===== config.mk =====
export PLATFORM = sky130hd
export DESIGN_NAME = mod_recombine
export DESIGN_NICKNAME = d
export VERILOG_FILES = /design/src/rtl/mod_recombine.sv
export SDC_FILE = /design/constraint.sdc
export NUM_CORES = 1
export LEC_CHECK = 0
export BUFFER_PORTS_ARGS = -buffer_cell sky130_fd_sc_hd__clkbuf_2
export CAP_MARGIN = 10
export CORE_MARGIN = 3
export CORE_UTILIZATION = 55
export CTS_CLUSTER_DIAMETER = 100
export DETAILED_ROUTE_END_ITERATION = 10
export GPL_ROUTABILITY_DRIVEN = 0
export HOLD_SLACK_MARGIN = 0.12
export PLACE_DENSITY_LB_ADDON = 0.05
export SLEW_MARGIN = 5
export SYNTH_ARGS = -nofsm -noshare
export SYNTH_HDL_FRONTEND = slang
export SYNTH_SLANG_ARGS = --single-unit

===== constraint.sdc =====
create_clock -name CLK -period 2.7 [get_ports CLK]
set_input_delay 0.405 -clock CLK [delete_from_list [all_inputs] [get_ports CLK]]
set_output_delay 0.405 -clock CLK [all_outputs]
set_load 0.005 [all_outputs]

===== src/rtl/mod_recombine.sv =====
// mod_recombine: rebuilds a dividend from quotient, divisor and remainder,
// OUT = Q*Y + R (mod 2^WIDTH), by performing one addition of Y per clock.
//
// Ports:
//   CLK    clock, rising-edge active
//   RESET  asynchronous active-high reset
//   START  request: sample Q, Y, R and begin (ignored while BUSY)
//   Q      number of additions of Y
//   Y      addend
//   R      accumulator start value
//   OUT    accumulator; final result when READY=1
//   READY  result valid, held until the next accepted START
//   BUSY   additions in progress
//   OVF    sticky carry-out of any addition since the last accepted START
module mod_recombine #(
    parameter int unsigned WIDTH = 16
) (
    input  logic             CLK,
    input  logic             RESET,
    input  logic             START,
    input  logic [WIDTH-1:0] Q,
    input  logic [WIDTH-1:0] Y,
    input  logic [WIDTH-1:0] R,
    output logic [WIDTH-1:0] OUT,
    output logic             READY,
    output logic             BUSY,
    output logic             OVF
);

    typedef enum logic [1:0] {
        S_IDLE = 2'd0,
        S_RUN  = 2'd1,
        S_DONE = 2'd2
    } state_t;

    state_t           state;
    state_t           state_nxt;
    logic [WIDTH-1:0] acc;
    logic [WIDTH-1:0] cnt;
    logic [WIDTH-1:0] yr;
    logic             ovf;
    logic             accept_c;
    logic [WIDTH:0]   sum_c;

    // START is only honoured outside the run phase.
    assign accept_c = START && (state != S_RUN);

    // One extra bit captures the carry out of the accumulator.
    assign sum_c = {1'b0, acc} + {1'b0, yr};

    // State register.
    always_ff @(posedge CLK or posedge RESET) begin
        if (RESET) begin
            state <= S_IDLE;
        end else begin
            state <= state_nxt;
        end
    end

    // Next-state logic.
    always_comb begin
        state_nxt = state;
        case (state)
            S_IDLE, S_DONE: begin
                if (START) begin
                    state_nxt = (Q != '0) ? S_RUN : S_DONE;
                end
            end
            S_RUN: begin
                if (cnt == WIDTH'(1)) begin
                    state_nxt = S_DONE;
                end
            end
            default: state_nxt = S_IDLE;
        endcase
    end

    // Status outputs decoded straight from the state flops.
    always_comb begin
        READY = 1'b0;
        BUSY  = 1'b0;
        case (state)
            S_RUN:   BUSY  = 1'b1;
            S_DONE:  READY = 1'b1;
            default: ;
        endcase
    end

    // Accumulator, remaining-count, latched addend and sticky overflow.
    always_ff @(posedge CLK or posedge RESET) begin
        if (RESET) begin
            acc <= '0;
            cnt <= '0;
            yr  <= '0;
            ovf <= 1'b0;
        end else if (accept_c) begin
            acc <= R;
            cnt <= Q;
            yr  <= Y;
            ovf <= 1'b0;
        end else if (state == S_RUN) begin
            acc <= sum_c[WIDTH-1:0];
            cnt <= cnt - WIDTH'(1);
            ovf <= ovf | sum_c[WIDTH];
        end
    end

    assign OUT = acc;
    assign OVF = ovf;

endmodule

==> results.md <==
- Synth warn: 0
- Resize count post-CTS: 0
- Row cnt: 27
- #FFs+latches synth: 51
- Critical Path Max Stage Delay: 0.41 ns
- HPWL after DPL: 5840 um
- Clock power share: 0.358
- Worst path arrival time: 2.56 ns
- # DRC: 0
- Via Count: 2,973
- Avg WL per Cell: 15.3 um
- Detail Route Antenna Nets: 0
- Syn Nets: 445
- Global-route wire length before repair: 13,300 um
- Synth unique cells: 49
- Largest net degree at the start of global routing: 52
- CTS Buf Count: 5
- Io pins: 70
- Status: completed
- Crit path cell chain: ha_1, fa_1, a21o_1, nand4_1, nand2_1, a31oi_1, buf_4, o211ai_1, a32o_1
- Core area: 5570 um^2
- CP Capture Type: flip-flop
- Drt first pass iters: 5
- Worst path slowest cell: dfrtp_1
- CTS Buffer Depth: 2
- Layout cell share with drive strength beyond 1: 0.225
- Power share of the sequential group: 0.571
- Setup_tns: 0 ns
- Power Density: 362 nW/um^2
- Final core occ: 0.679
- Slew @ Worst Pin: 0.657 ns
- Net Sw Frac: 0.231
- Avg Inst Size Synth: 8.55 um^2
- Worst vdd ir: 0.000279 V
- Post-Syn Area: 3210 um^2
- PortBufs: 69
- Total power: 1370 uW
- Htree depth: 2
- Minimum clock period: 2.36 ns
- Met1 global-route usage: 0.329
- Internal Power: 1050 uW
- Final Cycle Share: 0.876
- CP top delay family: compound AO/OA/AOI/OAI gates
- Postcts setup bufs: 0
- RSZ-0062 raised after global routing: false
- Max-cap check violation count: 0
- Number of global-route vias before repair: 2,895
- Synth Flop Type: dfrtp_1
- P_sw: 317 uW
- Num Clock Sinks: 51
- Clock Skews: 0.00732 ns
- CTS Root Cell: clkbuf_8
- GRT Total Usage: 0.251
- GRT Residual Overflow: 0
- Crit path kind: flip-flop to flip-flop
- Sequential element share of the synthesized area: 0.398
- Starting Density: 0.576
- Die Ht: 82.4 um
- Final net count: 518
- Gr busiest metal: met2
- Worst setup SP type: flip-flop
- Worst-path clk slew: 0.09 ns
- Final setup viols: 0
- Insertion delay to the later sink of the worst-skew pair: 0.30 ns
- Syn Inst Count: 375
- Hold Crit Class: primary input to asynchronous set/reset pin
- Crit Path Max Fanout: 6
- Post-Place Cell Area: 3680 um^2
- Fill cells: 480
- Die area: 6790 um^2
- Post-route cell area: 3780 um^2
- Static leakage: 0.00193 uW
- Multi-input combinational cell area: 1830 um^2
- Via/cell ratio: 5.71
- Initial antenna violation count: 0
- Peak Freq: 0.423 GHz
- # hold bufs at CTS: 0
- Combinational power share: 0.070
- FFs w/ async S/R, synth: 1.00
- CTS tree: yes
- WP buf/inv: 1
- DR iter-0 viols: 111
- Crit path required time: 2.90 ns
- Met3 usage: 0.0412
- Sequential Area: 1280 um^2
- EDFF count, synth: 0
- Total wire length: 7960 um
- Antenna Cells: 0
- Fin. Hold Viols: 0
- Area grow syn2layout: 17.9%
- Die W: 82.4 um
- Routing usage on met2: 0.428
- Slew HR: 0.562
- Max Slew Vio Count: 0
cells in the final DEF (no fill, tap or decap), types with 4 or more instances in the layout:
cell type and instances:
nand2_1 89, clkbuf_2 69, dfrtp_1 51, o21ai_0 35, a21oi_1 24, nor2_1 21
ha_1 18, buf_4 13, inv_1 11, mux2i_1 11, nor3_1 8, nor4_1 8
xnor2_1 7, clkbuf_8 7, a21o_1 6, mux2_2 6, nand3_1 5, a31oi_1 5
a22oi_1 4
worst register-to-register path: cells and delay by family, from the launching register on:
family          cells  cell delay, ns
flops               1            0.41
buf+inv             1            0.16
compound gates      4            0.79
fa+ha+maj           2            0.66
simple gates        2            0.25
sequential cells by signal (all words and copies together), names as in the netlist:
| signal | count |
|---|---|
| OUT | 16 |
| cnt | 16 |
| yr | 16 |
| state | 2 |
| OVF | 1 |
routing by layer:
layer / vias to the layer above / share of wire
met5: - / 0
met4: 0 / 0.012
met3: 9 / 0.053
met2: 88 / 0.48
met1: 1393 / 0.45
li1: 1483 / -
cell families (layout without fill, tap and decap cells):
| family | Yosys count | after routing | synth area share |
|---|---|---|---|
| multiplexers | 17 | 17 | 0.0554 |
| XOR/XNOR | 10 | 10 | 0.0273 |
| AND/OR/NAND/NOR | 149 | 149 | 0.215 |
| adder cells (fa/ha/maj) | 19 | 19 | 0.0764 |
| buffers and inverters | 28 | 102 | 0.0331 |
| flip-flops | 51 | 51 | 0.398 |
| AO/OA/AOI/OAI | 101 | 101 | 0.195 |
synth_stat cells (2+ instances only):
master    number  area share
nand2_1       89        0.10
o211ai_1       3      0.0070
nand4_1        3      0.0059
o22ai_1        2      0.0039
mux2i_1       11       0.034
xor2_1         3      0.0082
clkbuf_1      14       0.016
nor2_1        21       0.025
a21oi_1       24       0.037
and3_1         2      0.0039
a211o_1        2      0.0055
inv_1         12       0.014
or3_1          2      0.0039
nand2b_1       2      0.0039
mux2_2         6       0.021
a21o_1         6       0.014
nand3_1        5      0.0078
a31oi_1        5      0.0098
nor4_1         8       0.016
o21ai_0       35       0.055
o21bai_1       3      0.0070
ha_1          18       0.070
and2_1         2      0.0039
xnor2_1        7       0.019
a221o_1        2      0.0062
a32oi_1        3      0.0082
dfrtp_1       51        0.40
nor3_1         8       0.012
a22oi_1        4      0.0094
a211oi_1       3      0.0070
metrics by stage:
step                cells  hold slack (ns)  setup slack [ns]
finish                521            0.255             0.335
global route          521            0.282             0.157
CTS                   521            0.278             0.334
detailed placement    513            0.470             0.363
global placement      513            0.464             0.430
floorplan             375            0.450             0.431
final cells by class:
| class | count | share of cell area |
|---|---|---|
| clock buffers | 7 | 0.0255 |
| clock inverters | 1 | 0.00198 |
| inverters | 12 | 0.0119 |
| multi-input cells | 296 | 0.482 |
| flip-flops and latches | 51 | 0.337 |
| well taps | 72 | 0.0238 |
| repair buffers | 82 | 0.117 |
final timing paths:
check	endpoint	slack (ns)	cells past startpoint	from
max	OVF$_DFFE_PP0P_	0.34	9	OUT[0]$_DFFE_PP0P_
min	OUT[0]$_DFFE_PP0P_	0.26	3	RESET
max reg2reg	OVF$_DFFE_PP0P_	0.34	9	OUT[0]$_DFFE_PP0P_
min reg2reg	yr[2]$_DFFE_PP0P_	0.49	2	yr[2]$_DFFE_PP0P_
max in group asynchronous	yr[9]$_DFFE_PP0P_	2.01	3	RESET
min in group CLK	yr[15]$_DFFE_PP0P_	0.29	3	Y[15]
power groups by stage:
stage / clock, uW / combinational [uW] / sequential [uW]
2_1_floorplan: 0 / 45.2 / 794
3_3_place_gp: 0 / 95.5 / 796
3_5_place_dp: 0 / 97.3 / 797
4_1_cts: 503 / 97.7 / 782
5_1_grt: 529 / 108 / 784
6_report: 491 / 96.3 / 782
No activity file was read; power rests on OpenSTA's default activity.
